==> config.mk <==
export PLATFORM = sky130hd
export DESIGN_NAME = uart_prog_loader
export DESIGN_NICKNAME = d
export VERILOG_FILES = /design/src/rtl/upg_pkg.sv /design/src/rtl/uart_rx_byte.sv /design/src/rtl/uart_prog_loader.sv
export SDC_FILE = /design/constraint.sdc
export NUM_CORES = 1
export LEC_CHECK = 0
export CAP_MARGIN = 20
export CORE_MARGIN = 3
export CORE_UTILIZATION = 45
export DETAILED_ROUTE_END_ITERATION = 16
export PLACE_DENSITY = 0.71
export SLEW_MARGIN = 5
export SYNTH_ARGS = -nofsm -noshare
export SYNTH_HDL_FRONTEND = slang
export SYNTH_SLANG_ARGS = --single-unit
==> constraint.sdc <==
create_clock -name upg_clk_i -period 4.8 [get_ports upg_clk_i]
set_input_delay 0.48 -clock upg_clk_i [delete_from_list [all_inputs] [get_ports upg_clk_i]]
set_output_delay 0.48 -clock upg_clk_i [all_outputs]
set_load 0.01 [all_outputs]
==> src/rtl/upg_pkg.sv <==
// Shared constants for the UART program loader: bit-period divider, rx FSM
// encodings, the done-acknowledge byte and the default word-address width.
package upg_pkg;

  localparam int ADDR_W_DEF = 15;

  localparam logic [7:0] DONE_ACK = 8'h55;

  // ST_BREAK parks the receiver after a framing error until the line returns high
  localparam logic [2:0] ST_IDLE  = 3'd0;
  localparam logic [2:0] ST_START = 3'd1;
  localparam logic [2:0] ST_DATA  = 3'd2;
  localparam logic [2:0] ST_STOP  = 3'd3;
  localparam logic [2:0] ST_BREAK = 3'd4;

  function automatic int calc_div(input int clk_hz, input int baud);
    return clk_hz / baud;
  endfunction

endpackage

==> src/rtl/uart_rx_byte.sv <==
// Serial byte receiver: 2-flop synchronizer, start-bit glitch rejection,
// LSB-first data sampling and stop-bit framing check.
module uart_rx_byte
  import upg_pkg::*;
#(
  parameter int DIV = 78
) (
  input  logic       i_clk,
  input  logic       i_rst,
  input  logic       i_rx,
  output logic [7:0] o_data,
  output logic       o_valid,
  output logic       o_frame_err,
  output logic       o_idle,
  output logic       o_start
);

  localparam logic [15:0] BIT_M1  = 16'(DIV - 1);
  localparam logic [15:0] HALF_M1 = 16'(DIV / 2 - 1);

  logic        r_sync1, r_sync2, r_prev;
  logic [2:0]  r_state;
  logic [15:0] r_cnt;
  logic [2:0]  r_bit;
  logic [7:0]  r_shift;
  logic        r_valid, r_ferr;

  always_ff @(posedge i_clk) begin
    if (i_rst) begin
      r_sync1 <= 1'b1;
      r_sync2 <= 1'b1;
      r_prev  <= 1'b1;
      r_state <= ST_IDLE;
      r_cnt   <= '0;
      r_bit   <= '0;
      r_valid <= 1'b0;
      r_ferr  <= 1'b0;
    end else begin
      r_sync1 <= i_rx;
      r_sync2 <= r_sync1;
      r_prev  <= r_sync2;
      r_valid <= 1'b0;
      r_ferr  <= 1'b0;
      case (r_state)
        ST_IDLE: begin
          if (r_prev && !r_sync2) begin
            r_state <= ST_START;
            r_cnt   <= '0;
          end
        end
        ST_START: begin
          if (r_cnt == HALF_M1) begin
            r_cnt   <= '0;
            r_bit   <= '0;
            r_state <= r_sync2 ? ST_IDLE : ST_DATA;
          end else begin
            r_cnt <= r_cnt + 16'd1;
          end
        end
        ST_DATA: begin
          if (r_cnt == BIT_M1) begin
            r_cnt   <= '0;
            r_shift <= {r_sync2, r_shift[7:1]};
            r_bit   <= r_bit + 3'd1;
            if (r_bit == 3'd7) r_state <= ST_STOP;
          end else begin
            r_cnt <= r_cnt + 16'd1;
          end
        end
        ST_STOP: begin
          if (r_cnt == BIT_M1) begin
            r_cnt <= '0;
            if (r_sync2) begin
              r_valid <= 1'b1;
              r_state <= ST_IDLE;
            end else begin
              r_ferr  <= 1'b1;
              r_state <= ST_BREAK;
            end
          end else begin
            r_cnt <= r_cnt + 16'd1;
          end
        end
        ST_BREAK: if (r_sync2) r_state <= ST_IDLE;
        default:  r_state <= ST_IDLE;
      endcase
    end
  end

  assign o_data      = r_shift;
  assign o_valid     = r_valid;
  assign o_frame_err = r_ferr;
  assign o_idle      = (r_state == ST_IDLE);
  assign o_start     = (r_state == ST_IDLE) && r_prev && !r_sync2;

endmodule

==> src/rtl/uart_prog_loader.sv <==
// UART program-upload engine: packs little-endian words into ROM/data-memory writes.
// Define UPG_ECHO_EN to add a transmitter that echoes bytes and sends 0x55 on done.
module uart_prog_loader
  import upg_pkg::*;
#(
  parameter int CLK_FREQ_HZ  = 10_000_000,
  parameter int BAUD         = 128_000,
  parameter int TIMEOUT_BITS = 64,
  parameter int ADDR_W       = ADDR_W_DEF
) (
  input  logic              upg_clk_i,
  input  logic              upg_rst_i,
  input  logic              upg_rx_i,
  output logic              upg_clk_o,
  output logic              upg_wen_o,
  output logic [ADDR_W-1:0] upg_adr_o,
  output logic [31:0]       upg_dat_o,
  output logic              upg_done_o,
  output logic              upg_tx_o
);

  localparam int DIV = calc_div(CLK_FREQ_HZ, BAUD);
  localparam logic [31:0]       TO_M1   = 32'(TIMEOUT_BITS * DIV - 1);
  localparam logic [ADDR_W-1:0] ADR_MAX = '1;

  logic [7:0]  w_rx_data;
  logic        w_rx_valid, w_frame_err, w_rx_idle, w_rx_start;
  logic        w_byte_ok, w_word, w_timeout, w_set_done;

  logic [1:0]        r_byte_cnt;
  logic [23:0]       r_acc;
  logic [ADDR_W-1:0] r_adr;
  logic [31:0]       r_dat;
  logic              r_wen, r_done, r_wrote;
  logic [31:0]       r_idle_cnt;

  uart_rx_byte #(.DIV(DIV)) u_rx (
    .i_clk       (upg_clk_i),
    .i_rst       (upg_rst_i),
    .i_rx        (upg_rx_i),
    .o_data      (w_rx_data),
    .o_valid     (w_rx_valid),
    .o_frame_err (w_frame_err),
    .o_idle      (w_rx_idle),
    .o_start     (w_rx_start)
  );

  assign w_byte_ok  = w_rx_valid && !r_done;
  assign w_word     = w_byte_ok && (r_byte_cnt == 2'd3);
  assign w_timeout  = r_wrote && !r_done && w_rx_idle && (r_idle_cnt == TO_M1);
  assign w_set_done = (w_word && (r_adr == ADR_MAX)) || (!w_word && w_timeout);

  always_ff @(posedge upg_clk_i) begin
    if (upg_rst_i) begin
      r_byte_cnt <= '0;
      r_adr      <= '0;
      r_dat      <= '0;
      r_wen      <= 1'b0;
      r_done     <= 1'b0;
      r_wrote    <= 1'b0;
      r_idle_cnt <= '0;
    end else begin
      r_wen <= w_word;
      // The last address never wraps; reaching it ends the upload instead
      if (r_wen && (r_adr != ADR_MAX)) r_adr <= r_adr + 1'b1;
      if (w_byte_ok) begin
        r_byte_cnt <= r_byte_cnt + 2'd1;
        case (r_byte_cnt)
          2'd0:    r_acc[7:0]   <= w_rx_data;
          2'd1:    r_acc[15:8]  <= w_rx_data;
          2'd2:    r_acc[23:16] <= w_rx_data;
          default: r_dat        <= {w_rx_data, r_acc};
        endcase
      end
      if (w_word) r_wrote <= 1'b1;
      if (w_set_done) r_done <= 1'b1;
      // A strobe in the same cycle takes priority; timeout drops any partial word
      if (!w_word && w_timeout) r_byte_cnt <= '0;
      if (w_rx_start || w_frame_err || !r_wrote || r_done) r_idle_cnt <= '0;
      else if (w_rx_idle) r_idle_cnt <= r_idle_cnt + 32'd1;
    end
  end

  assign upg_clk_o  = upg_clk_i;
  assign upg_wen_o  = r_wen;
  assign upg_adr_o  = r_adr;
  assign upg_dat_o  = r_dat;
  assign upg_done_o = r_done;

`ifdef UPG_ECHO_EN
  localparam logic [15:0] BIT_M1 = 16'(DIV - 1);

  logic [7:0]  r_hold;
  logic        r_hold_vld, r_ack_pend, r_tx_busy, r_tx;
  logic [8:0]  r_tx_sh;
  logic [3:0]  r_tx_bits;
  logic [15:0] r_tx_cnt;

  always_ff @(posedge upg_clk_i) begin
    if (upg_rst_i) begin
      r_hold_vld <= 1'b0;
      r_ack_pend <= 1'b0;
      r_tx_busy  <= 1'b0;
      r_tx       <= 1'b1;
      r_tx_bits  <= '0;
      r_tx_cnt   <= '0;
    end else begin
      if (w_set_done) r_ack_pend <= 1'b1;
      if (!r_tx_busy) begin
        // Pending echo goes out before the acknowledge byte
        if (r_hold_vld || r_ack_pend) begin
          r_tx      <= 1'b0;
          r_tx_sh   <= {1'b1, (r_hold_vld ? r_hold : DONE_ACK)};
          r_tx_bits <= '0;
          r_tx_cnt  <= '0;
          r_tx_busy <= 1'b1;
          if (r_hold_vld) r_hold_vld <= 1'b0;
          else            r_ack_pend <= 1'b0;
        end
      end else if (r_tx_cnt == BIT_M1) begin
        r_tx_cnt <= '0;
        if (r_tx_bits == 4'd9) begin
          r_tx_busy <= 1'b0;
        end else begin
          r_tx      <= r_tx_sh[0];
          r_tx_sh   <= {1'b1, r_tx_sh[8:1]};
          r_tx_bits <= r_tx_bits + 4'd1;
        end
      end else begin
        r_tx_cnt <= r_tx_cnt + 16'd1;
      end
      if (w_byte_ok && (!r_hold_vld || !r_tx_busy)) begin
        r_hold     <= w_rx_data;
        r_hold_vld <= 1'b1;
      end
    end
  end

  assign upg_tx_o = r_tx;
`else
  assign upg_tx_o = 1'b1;
`endif

endmodule

* Word-level counts from Yosys, hierarchy flattened
Cells that the tools add are included.
** Word-level totals
- Register bits after elaboration :: 143
- Output and inout port bits :: 51
- Logic and storage cells :: 101
** Operators by class
- Add/sub/neg operators :: 5
- Equal/unequal tests :: 19
- Multiplexer cells :: 18
- Bitwise gates (word level) :: 4
- Reductions and logical operators :: 36
** Operators with widths (count)
- $mux W16 :: 3
- $pmux W16 S3 :: 1
- $add A32 B1 Y32 const B :: 1
- $eq A32 B13 Y1 const B :: 1
- $mux W3 :: 9
- $add A16 B1 Y16 const B :: 1
- $eq A16 B6 Y1 const B :: 1
- $eq A16 B7 Y1 const B :: 1
- $add A15 B1 Y15 const B :: 1
- $eq A15 B15 Y1 const B :: 1
- $ne A15 B15 Y1 const B :: 1
- $pmux W3 S5 :: 1
- $reduce_and A3 Y1 :: 5
- $ne A2 B1 Y1 const B :: 6
- $logic_and A1 B1 Y1 :: 11
- $eq A3 B2 Y1 const B :: 2
- $eq A3 B3 Y1 const B :: 2
- $pmux W3 S2 :: 1
- $reduce_and A6 Y1 :: 1
- $reduce_or A2 Y1 :: 3
- $reduce_or A3 Y1 :: 2
- $eq A2 B2 Y1 const B :: 2
- $logic_not A1 Y1 :: 4
- $logic_or A1 B1 Y1 :: 4
- other kinds (12) :: 17

* Depth between registers and ports, before layout
- Word-level depth :: 7
- Mapped depth :: 8
- Gate-level depth less buffers :: 7

* Cells and area by module
Synthesis repeated with hierarchy kept, for this count alone.
** Second synthesis, totals
- Cell total of the unflattened synthesis :: 625
- Area total of the unflattened synthesis :: 6013.3 µm²
** Modules (own cells, without submodules)
- uart_prog_loader :: times used 1, cells an instance 448, area each 4304.1 µm²
- uart_rx_byte :: times used 1, cells an instance 177, area each 1709.1 µm²

==> results.toml <==
[global_route]
grt_start_max_net_pins = 51
grt_pass1_wl_mm = 20.4
grt_pass1_vias = 4311
grt_overflow_total = 0
grt_antenna_before_repair = 0
grt_usage_pct = 17.2

[yosys]
synthSimpleGateAreaFrac_pct = 26.0
syn_area_sq_um = 5970
synth_fa_ha_area_share_pct = 2.31
synthArstFlopShare_pct = 0
synth_cell_types = 53
avgSynthCellArea_sq_um = 9.32
yosys_warnings = 0
yosysSeqAreaShare_pct = 53.4
synth_seq_cells = 143
synthMuxAreaShare_pct = 0.839
synth_top_family_by_area = "simple AND/OR/NAND/NOR gates"
synthCells = 640
synth_xor_area_share_pct = 4.40
synth_compound_area_share_pct = 9.50
synth_ff_type = "dfxtp_1"
syn_nets = 654
synth_edf_count = 32

[floorplan]
pin_count = 54
fp.dieH_microns = 121
initial_core_util_pct = 46.7
die_width_microns = 121
core-area_sq_um = 12800
row_count = 41
dieArea_sq_um = 14700

[timing]
relSlewSlack_pct = 36.8
grt_setup_unrepaired = "no"
fin_tns_setup_ns = 0
hold_viol = 0
setup_ws_ns = 1.20
worst_pin_slew_ns = 0.936
finalSetupViolations = 0
slew_violations = 0
finClkSkew_ns = 0.00746

[critical_path]
crit_top_cell = "clkbuf_16"
ff2ff_path_depth = 7
critPathMaxFanout = 2
slowest_delay_ns = 0.47
required_ns = 4.32
critical_path.top_delay_family = "buffers and inverters"
r2r-start = "u_rx.r_cnt[0]"
cp_slowest_cell = "clkdlybuf4s50_1"
crit_buf_inv = 3
worstPathCellList = "clkbuf_16 -> clkbuf_16 -> clkdlybuf4s50_1"
crit_arrival_ns = 3.12
endpoint_kind = "output pin"
worstSetupPathType = "clock port to output pin"
r2r-end = "u_rx.r_state[0]"
cp-start-kind = "clock port"
rrSetupSlack_ns = 2.34

[route]
drt_iter0_markers = 312
dr.pass1.iters = 5
via_per_inst = 5.38
avgRoutedWirePerCell_microns = 14.0
wl_mm = 12.2
post-route-drc-count = 0
final_antenna_net_count = 0
vias = 4687

[final_layout]
fin_nets = 701
layout_common_cells = "dfxtp_1, nand2_1, nor2_1, a21oi_1, clkdlybuf4s50_1"
fill_cells = 1085
layout_commonest_cell = "dfxtp_1"
antenna_cells = 0
syn_to_final_growth_pct = 21.4
drive_gt1_share_pct = 8.14

[worst_hold_path]
hold_class = "primary input to register"
hold_end = "r_wrote"
min_path_cells = 2
hp-start = "upg_rst_i"

[outcome]
outcome = "finished clean"

[place]
place_ws_ns = 1.47
numPortBuffers = 52
place_congestion = 0.812
hpwl_mm = 8.06

[power_and_ir_drop]
peakVddDrop_uv = 363
p_per_area_nw_per_um2 = 360
leakage_nw = 2.28

[cts]
cts_tree = "yes"
clkLatencyLatePin_ns = 0.53
clk_pin_slew_ns = 0.06
ctsResizeCount = 0
cts_setup_buffers = 0
hold_buffers = 0

[job]
cap_violations = 0
==> Yosys cell counts, types with 11 or more instances <==
cell type | count | area share (%)
or3_1 | 28 | 2.9
xnor2_1 | 19 | 2.8
a21oi_1 | 53 | 4.4
nor2_1 | 55 | 3.5
clkbuf_1 | 25 | 1.6
xor2_1 | 11 | 1.6
ha_1 | 11 | 2.3
nor3_1 | 19 | 1.6
o21ai_0 | 17 | 1.4
a31oi_1 | 14 | 1.5
nand2_1 | 96 | 6.0
nand3_1 | 31 | 2.6
inv_1 | 16 | 1.0
dfxtp_1 | 111 | 37
nand4_1 | 15 | 1.6
edfxtp_1 | 32 | 16
==> report_power, final <==
group | internal, W | switching [W]
clock network | 0.000804 | 0.000554
logic | 0.00000536 | 0.0000184
registers | 0.00123 | 0.00000187
total | 0.00203 | 0.000574
==> flip-flops by register name, indices dropped and copies added, names as in the netlist <==
register	flops
r_idle_cnt	32
u_rx.r_state	3
upg_wen_o	1
u_rx.r_bit	3
r_wrote	1
u_rx.r_sync1	1
u_rx.r_prev	1
upg_adr_o	15
u_rx.o_data	8
u_rx.o_valid	1
u_rx.r_sync2	1
u_rx.r_cnt	16
upg_done_o	1
r_acc	24
r_byte_cnt	2
u_rx.o_frame_err	1
upg_dat_o	32
==> worst max path at each step <==
| stage | cells after the start | slack (ns) | from | to |
|---|---|---|---|---|
| after floorplan | 1 | 1.80 | upg_clk_i | upg_clk_o |
| after global placement | 1 | 1.47 | upg_clk_i | upg_clk_o |
| after detailed placement | 1 | 1.47 | upg_clk_i | upg_clk_o |
| after CTS | 3 | 1.19 | upg_clk_i | upg_clk_o |
| after global routing | 3 | 1.19 | upg_clk_i | upg_clk_o |
| final | 3 | 1.20 | upg_clk_i | upg_clk_o |
==> area by class of cell <==
cell class | instances | area, sq um | share of cell area, %
Timing Repair Buffer | 56 | 571 | 7.88
Multi-Input combinational cell | 449 | 2580 | 35.6
Clock buffer | 23 | 528 | 7.29
Clock inverter | 13 | 104 | 1.43
Tap cell | 172 | 215 | 2.97
Inverter | 16 | 60.1 | 0.829
Sequential cell | 143 | 3180 | 44.0
==> kinds of logic (layout without fill, tap and decap cells) <==
| group | Yosys count | after routing |
|---|---|---|
| other cells | 1 | 1 |
| mux | 5 | 5 |
| flops | 143 | 143 |
| xor+xnor | 30 | 30 |
| buf+inv | 48 | 108 |
| fa+ha+maj | 11 | 11 |
| simple gates | 302 | 302 |
| compound gates | 100 | 100 |
==> per-layer routing <==
| metal | part of all wire, % | global-route usage (%) | routed length (microns) |
|---|---|---|---|
| met5 | 0 | 0 | 0 |
| met3 | 3.8 | 5.36 | 463 |
| met2 | 49 | 28.7 | 6000 |
| met4 | 1.2 | 5.88 | 143 |
| met1 | 46 | 21.3 | 5560 |
==> per-stage QoR <==
step | area [sq um] | power, W | hold WS [ns] | std cells | util [%]
2_1_floorplan | 5970 | 0.00129 | 0.389 | 640 | -
3_3_place_gp | 6580 | 0.00130 | 0.403 | 835 | 51.5
3_5_place_dp | 6580 | 0.00130 | 0.398 | 835 | 51.5
4_1_cts | 7200 | 0.00263 | 0.392 | 870 | 56.4
5_1_grt | 7240 | 0.00269 | 0.430 | 872 | 56.7
6_report | 7240 | 0.00261 | 0.399 | 872 | 56.7
Note: power is estimated with default switching activity, not from simulation.
